**src/rtl/i2s_rx_stereo.sv**
```systemverilog
// i2s_rx_stereo: stereo I2S / left-justified receiver with frame lock and framing-error detection.
// Define I2S_RX_ERRCNT_EN to build the saturating framing-error counter on err_cnt_o.
module i2s_rx_stereo #(
   parameter int WIDTH     = 16,
   parameter int SLOT_BITS = 16,
   parameter int MODE      = 0
) (
   input  logic             sclk_i,
   input  logic             rst_n_i,
   input  logic             ws_i,
   input  logic             sdata_i,
   output logic [WIDTH-1:0] left_o,
   output logic [WIDTH-1:0] right_o,
   output logic             valid_o,
   output logic             locked_o,
   output logic             frame_err_o,
   output logic [7:0]       err_cnt_o
);
   localparam int CW = $clog2(SLOT_BITS + 2);
   typedef enum logic [1:0] {UNLOCKED, SYNC, LOCKED} state_t;
   state_t           state, state_nxt;
   logic             ws_q;
   logic [CW-1:0]    cnt;
   logic [CW-1:0]    idx;
   logic [WIDTH-1:0] sh_l, sh_r, hold_l;
   logic             edge_det, err, ch, bit_ok, l_last, r_last, valid_nxt;
   // In MODE 0 the edge cycle still carries the previous slot's last bit.
   always_comb begin
      edge_det  = ws_i != ws_q;
      err       = edge_det && state != UNLOCKED && cnt != CW'(SLOT_BITS);
      ch        = (MODE == 1) ? ws_i : ws_q;
      idx       = (MODE == 1) ? (edge_det ? '0 : cnt) : cnt - CW'(1);
      bit_ok    = (MODE == 1 || cnt != '0) && idx < CW'(WIDTH);
      l_last    = bit_ok && !ch && idx == CW'(WIDTH - 1);
      r_last    = bit_ok && ch && idx == CW'(WIDTH - 1);
      valid_nxt = r_last && !err && state != UNLOCKED;
   end
   always_ff @(posedge sclk_i or negedge rst_n_i)
      if (!rst_n_i) state <= UNLOCKED;
      else state <= state_nxt;
   // A falling edge always (re)starts sync, even when it also flags an error.
   always_comb
      state_nxt = (edge_det && !ws_i) ? ((state == UNLOCKED || err) ? SYNC : LOCKED)
                : err ? UNLOCKED : state;
   always_comb locked_o = state == LOCKED;
   always_ff @(posedge sclk_i or negedge rst_n_i)
      if (!rst_n_i) begin
         ws_q        <= 1'b0;
         cnt         <= '0;
         sh_l        <= '0;
         sh_r        <= '0;
         hold_l      <= '0;
         left_o      <= '0;
         right_o     <= '0;
         valid_o     <= 1'b0;
         frame_err_o <= 1'b0;
      end else begin
         ws_q <= ws_i;
         cnt  <= edge_det ? CW'(1) : (cnt == CW'(SLOT_BITS + 1)) ? cnt : cnt + CW'(1);
         if (bit_ok && !ch) sh_l <= {sh_l[WIDTH-2:0], sdata_i};
         if (bit_ok && ch) sh_r <= {sh_r[WIDTH-2:0], sdata_i};
         if (l_last) hold_l <= {sh_l[WIDTH-2:0], sdata_i};
         if (valid_nxt) begin
            left_o  <= hold_l;
            right_o <= {sh_r[WIDTH-2:0], sdata_i};
         end
         valid_o     <= valid_nxt;
         frame_err_o <= err;
      end
`ifdef I2S_RX_ERRCNT_EN
   always_ff @(posedge sclk_i or negedge rst_n_i)
      if (!rst_n_i) err_cnt_o <= '0;
      else err_cnt_o <= (err && err_cnt_o != 8'hFF) ? err_cnt_o + 8'd1 : err_cnt_o;
`else
   assign err_cnt_o = '0;
`endif
endmodule

```
**config.mk**
```make
export PLATFORM = sky130hd
export DESIGN_NAME = i2s_rx_stereo
export DESIGN_NICKNAME = d
export VERILOG_FILES = /design/src/rtl/i2s_rx_stereo.sv
export SDC_FILE = /design/constraint.sdc
export NUM_CORES = 1
export LEC_CHECK = 0
export BUFFER_PORTS_ARGS = -buffer_cell sky130_fd_sc_hd__buf_2
export CAP_MARGIN = 20
export CORE_ASPECT_RATIO = 0.8
export CORE_UTILIZATION = 57
export CTS_CLUSTER_DIAMETER = 80
export DETAILED_ROUTE_END_ITERATION = 16
export GPL_ROUTABILITY_DRIVEN = 0
export GPL_TIMING_DRIVEN = 0
export PLACE_DENSITY_LB_ADDON = 0.25
export SYNTH_ARGS = -nofsm -noshare
export SYNTH_HDL_FRONTEND = slang
export SYNTH_SLANG_ARGS = --single-unit
```
**constraint.sdc**
```tcl
create_clock -name sclk_i -period 3.1 [get_ports sclk_i]
set_clock_uncertainty 0.2 [all_clocks]
set_input_delay 0.31 -clock sclk_i [delete_from_list [all_inputs] [get_ports sclk_i]]
set_output_delay 0.31 -clock sclk_i [all_outputs]
set_load 0.02 [all_outputs]
```
==> results.md, run 1 <==
* Vias in the first global route at 1825
* Required time of the critical path at 3.13 ns
* Post-synth top cells: dfrtp_1 (88), mux2_2 (68), buf_4 (11), mux2_4 (10)
* Critical-path cell list: inv_1, ha_1, or2_2, a21oi_1, nor2_1, nor2_1, buf_2, mux2_2
* Ant diodes at 0
* Synth Area in Simple Gates at 4.04%
* Final hold viol count at 0
* Distinct cells, synth at 31
* Nets at 298
* Crit Path Class: reg2reg
* Initial antenna violation count at 0
* Status: complete, no violations
* CP max FO at 10
* Synth area leaders: dfrtp_1 (62%), mux2_2 (22%), mux2_4 (4.2%)
* XOR/XNOR Fraction of Synth Area at 0.985%
* Synthesized instance count at 230
* Total GRT Usage at 18.2%
* Core area at 0.00597 sq mm
* Synth Register Bits at 88
* Global-route wire length before repair at 8990 microns
* HPWL Detailed at 3630 microns
* Slew Limit Fails at 0
* Hold crit path type: in2reg
* Clock sink count at 88
* DRC viols at 0
* EDFF count, synth at 0
* ANT nets after route at 0
* Worst-path clk slew at 0.08 ns
* CTS tree: yes
* Sw power at 0.000725 W
* Row count at 25
* Synth warn at 0
* Total power at 0.00274 W
* Routed WL per cell at 14.2 microns
* Crit-path most repeated cell: nor2_1
* IO Pins at 47
* Peak Freq at 0.360 GHz
* Main flop type after synthesis: dfrtp_1
* Leak Pwr at 2.17 nW
* Top-count cell post-synth: dfrtp_1
* Die Wd at 90.3 microns
* Internal power at 0.00202 W
* Starting Density at 59.6%
* TritonCTS Buffers at 9
* Grt ovf at 0
* Mux cell area share after synthesis at 26.0%
* Largest net degree at the start of global routing at 66
* MaxCap Viol Count at 0
* Max H-tree Level at 3
* Pre-Repair DR Iteration Count at 4
* Mapped Area at 0.00356 sq mm
* DR iter-0 viols at 75
* RSZ-0062 raised after global routing: false
* Sequential share of the synthesized area at 61.9%
* Sum of negative setup slack at 0 ns
* Post-Synth Adder-Cell Area at 1.76%
* Max stage delay cell, worst path: dfrtp_1
* Avg Inst Size Synth at 15.5 sq um
* Logic pwr share at 16.7%
* Clock power share at 27.1%
* Clk_lat worst skew at 0.35 ns
* Clk buf depth at 2
* Post-synth ARST share at 100%
* Synth area leader: dfrtp_1
* Vert. Die Dim at 72.7 microns
* Min Clock Period, post-route at 2.78 ns
* Share of cells above drive strength 1 at 51.7%
* Critical path launch point type: register
* Pwr/cell area at 666 mW/mm^2
* Sw frac at 26.5%
* CTS root buf: clkbuf_8
* WP data arrival at 2.81 ns
* Vias per Instance at 5.04
* Final setup violation count at 0
* P&R area growth vs syn at 15.7%
* Largest family of logic cells by synthesized area: multiplexers
* Die area at 0.00656 sq mm
* Post-synthesis compound-gate area fraction at 1.72%
* Critical path endpoint category: register
* Worst VDD drop at 355 uV
* Crit path largest cell delay at 0.43 ns
* Postcts setup bufs at 0
* Share of the synthesized area in the top cell type at 61.9%
* # port buffers at 38
* Sequential Power Share at 56.2%
* Period utilization at 89.5%
* Total wire length at 5310 microns
* Routed vias at 1879
## sequential cells by signal (all words and copies together) (netlist names), 2 cells and up
| register | cells |
|---|---|
| right_o | 16 |
| state | 2 |
| cnt | 5 |
| left_o | 16 |
| sh_l | 15 |
| hold_l | 16 |
| sh_r | 15 |
## critical path: cells and delay by family, from the launching register on
family	cells	cell delay, ns
AND/OR/NAND/NOR	3	0.71
multiplexers	1	0.36
flip-flops	1	0.43
adder cells (fa/ha/maj)	1	0.26
buffers and inverters	2	0.45
AO/OA/AOI/OAI	1	0.23
## cells in the final DEF, fill, tap and decap left out, types with 4 or more instances in the layout
cell / synthesis / routed
and2_1: 4 / 4
buf_2: 3 / 40
buf_4: 11 / 12
clkbuf_8: 0 / 9
conb_1: 1 / 8
dfrtp_1: 88 / 88
ha_1: 5 / 5
inv_1: 4 / 4
mux2_2: 68 / 68
mux2_4: 10 / 10
nor2_1: 5 / 5
## final timing paths
check / from / endpoint / slack (ns) / cells past startpoint
max in group asynchronous: rst_n_i / left_o[11] / 1.89 / 3
max: cnt[0] / sh_l[8] / 0.32 / 8
max reg2reg: cnt[0] / sh_l[8] / 0.32 / 8
min reg2reg: hold_l[3] / left_o[3] / 0.30 / 1
min in group asynchronous: rst_n_i / right_o[7] / 0.19 / 2
min: sdata_i / right_o[0] / 0.05 / 2
## cell families (layout without fill, tap and decap cells)
| group | after synthesis | count (layout) |
|---|---|---|
| compound gates | 9 | 9 |
| other cells | 1 | 8 |
| xor+xnor | 4 | 4 |
| fa+ha+maj | 5 | 5 |
| simple gates | 25 | 25 |
| buf+inv | 19 | 74 |
| flops | 88 | 88 |
| mux | 79 | 79 |
## power by group through the flow
| stage | Sequential [W] | Clock, W | Combinational, W |
|---|---|---|---|
| 6_report | 0.00154 | 0.000742 | 0.000459 |
| 2_1_floorplan | 0.00152 | 0 | 0.000355 |
| 3_5_place_dp | 0.00156 | 0 | 0.000461 |
| 4_1_cts | 0.00154 | 0.000769 | 0.000463 |
| 5_1_grt | 0.00157 | 0.000815 | 0.000503 |
| 3_3_place_gp | 0.00155 | 0 | 0.000435 |
## stage by stage
stage	hold WS, ns	std cells	worst slack (ns)	area (sq um)	utilization, %
6_report	0.0459	373	0.324	4120	68.9
4_1_cts	0.0335	373	0.206	4110	68.8
2_1_floorplan	-0.186	237	0.621	3580	-
3_5_place_dp	0.0310	357	0.239	3910	65.4
3_3_place_gp	0.232	356	0.277	3880	64.9
5_1_grt	0.0434	373	0.141	4120	68.9
## routing by layer
| metal | track usage, % | share of wire (%) | vias up |
|---|---|---|---|
| met4 | 6.45 | 1.5 | 0 |
| li1 | - | - | 896 |
| met5 | 0 | 0 | - |
| met2 | 26.5 | 44 | 43 |
| met3 | 7.29 | 4.9 | 7 |
| met1 | 25.0 | 50 | 933 |
## repair_timing
action,CTS,global route
gates resized for setup,0,1
hold buffers,2,0
endpoints found under the setup margin,0,12
endpoints found under the hold margin,24,0
## final cells by class
cell class / instances / area, sq um
multi-input combinational: 130 / 1260
tap: 81 / 101
inverter: 4 / 15.0
buffer: 15 / 109
timing repair buffer: 41 / 240
clock buffer: 9 / 124
sequential: 88 / 2200
clock inverter: 5 / 60.1
fill: 421 / 1860
Power figures use the tool's default switching activity.
==> inputs of run 2 (changes only) <==
Settings changed: GPL_TIMING_DRIVEN 0 to 1.
==> results.md, run 2 (same netlist as run 1, synthesis figures left out) <==
* P&R area growth vs syn at 15.9%
* Period utilization at 85.2% (-4.3 points)
* Peak Freq at 0.379 GHz (+5.1%)
* Critical path launch point type: input pin
* Largest net degree at the start of global routing at 89 (+35%)
* HPWL Detailed at 3530 microns (-2.7%)
* MaxCap Viol Count at 0 (unchanged)
* Vias per Instance at 5.17 (+2.6%)
* Vias in the first global route at 1887 (+3.4%)
* Required time of the critical path at 3.14 ns (about the same)
* Starting Density at 59.6% (unchanged)
* Global-route wire length before repair at 9330 microns (+3.8%)
* Routed vias at 1886 (+0.37%)
* Pwr/cell area at 719 mW/mm^2 (+8.0%)
* Initial antenna violation count at 0 (unchanged)
* Vert. Die Dim at 72.7 microns (unchanged)
* Grt ovf at 0 (unchanged)
* Final hold viol count at 0 (unchanged)
* Most common cell after layout, fill and taps aside: dfrtp_1
* Die area at 0.00656 sq mm (unchanged)
* Hold Slack at 0.0533 ns (+0.00739 ns)
* CTS root buf: clkbuf_8
* RSZ-0062 raised after global routing: false
* Fill count at 430 (+2.1%)
* Crit Path Class: in2reg
* Nets at 288 (-3.4%)
* Worst-path clk slew at 0.08 ns (about the same)
* Die Wd at 90.3 microns (unchanged)
* Min Clock Period, post-route at 2.64 ns (-0.134 ns)
* Total GRT Usage at 19.0% (+0.78 points)
* CP max FO at 27 (+17)
* WP data arrival at 2.68 ns (-0.13 ns)
* Leak Pwr at 2.16 nW (-0.40%)
* Clk buf depth at 2 (unchanged)
* Most frequent cells in the layout: dfrtp_1 (88), mux2_2 (68), buf_2 (37)
* Ant diodes at 0 (unchanged)
* IO Pins at 47 (unchanged)
* DR iter-0 viols at 101 (+35%)
* Post-route cell area at 0.00412 sq mm (+0.18%)
* Routed WL per cell at 14.7 microns (+3.5%)
* Clock sink count at 88 (unchanged)
* Core area at 0.00597 sq mm (unchanged)
* Hold crit path type: in2reg
* # port buffers at 38 (unchanged)
* Worst VDD drop at 365 uV (+2.6%)
* Row count at 25 (unchanged)
* DRC viols at 0 (unchanged)
* Critical path endpoint category: register
* TritonCTS Buffers at 9 (unchanged)
* Sum of negative setup slack at 0 ns (unchanged)
* Max H-tree Level at 3 (unchanged)
* Final setup violation count at 0 (unchanged)
* Dpl cell area at 0.00383 sq mm (-2.1%)
* Largest regs: hold_l (16), left_o (16), right_o (16)
* Postcts setup bufs at 0 (unchanged)
* Clk_lat worst skew at 0.35 ns (about the same)
* Fin util at 69.0% (+0.13 points)
* ANT nets after route at 0 (unchanged)
* Slew Limit Fails at 0 (unchanged)
* Total wire length at 5380 microns (+1.3%)
* Pre-Repair DR Iteration Count at 4 (unchanged)
* Share of cells above drive strength 1 at 50.4% (-1.4 points)
* CTS tree: yes
* Status: complete, no violations
## run 2: changes by cell type in the layout (fill, tap and decap cells not counted), sizes merged
cell,previous run,this run
clkinvlp,1,0
clkbuf,9,10
buf,54,44
inv,4,6
clkinv,3,1
bufinv,1,3
## run 2: final timing paths
| check | to | cells past startpoint | slack, ns | start |
|---|---|---|---|---|
| max | left_o[13] | 9 | 0.46 | ws_i |
| max in group asynchronous | hold_l[0] | 3 | 1.89 | rst_n_i |
| min | right_o[0] | 2 | 0.05 | sdata_i |
| max reg2reg | left_o[13] | 8 | 0.51 | cnt[0] |
| min reg2reg | left_o[0] | 1 | 0.31 | left_o[0] |
| min in group asynchronous | right_o[7] | 2 | 0.20 | rst_n_i |
## run 2: per-stage QoR
| step | total power, W | cells | setup WS [ns] |
|---|---|---|---|
| final | 0.00296 | 365 | 0.458 |
| after global placement | 0.00199 | 346 | 0.576 |
| after CTS | 0.00299 | 364 | 0.471 |
| after global routing | 0.00312 | 365 | 0.322 |
| after floorplan | 0.00188 | 237 | 0.621 |
| after detailed placement | 0.00203 | 346 | 0.506 |
## run 2: critical path, cell delays in order
cell           delay, ns
dlygate4sd3_1       0.52
buf_2               0.10
inv_1               0.04
ha_1                0.37
a31o_2              0.17
o21ai_0             0.18
nor3_4              0.24
buf_4               0.36
mux2_2              0.38
## run 2: area by class of cell
type                            instances  area, sq um  share of cell area, %
Tap cell                               81          101                   2.46
Clock buffer                           10          138                   3.34
Clock inverter                          6          113                   2.73
Multi-Input combinational cell        130         1260                   30.7
Inverter                                4         15.0                  0.364
Sequential cell                        88         2200                   53.4
Timing Repair Buffer                   46          290                   7.04
## run 2: what timing repair did
item                      in CTS  in global routing
hold endpoints to repair      89                  0
gates resized for setup        0                  0
hold buffers                   2                  0
## run 2: metal layers
metal | vias to the layer above | wire length, microns | share of wire [%] | GRT usage [%]
met5 | - | 0 | 0 | 0
met2 | 37 | 2580 | 48 | 29.2
li1 | 878 | - | - | -
met3 | 7 | 194 | 3.6 | 6.25
met1 | 964 | 2530 | 47 | 25.0
met4 | 0 | 76 | 1.4 | 8.60
## run 2: where the power goes
group / switching, W / internal, W
registers: 0.000171 / 0.00138
clock network: 0.000394 / 0.000562
logic: 0.000190 / 0.000269
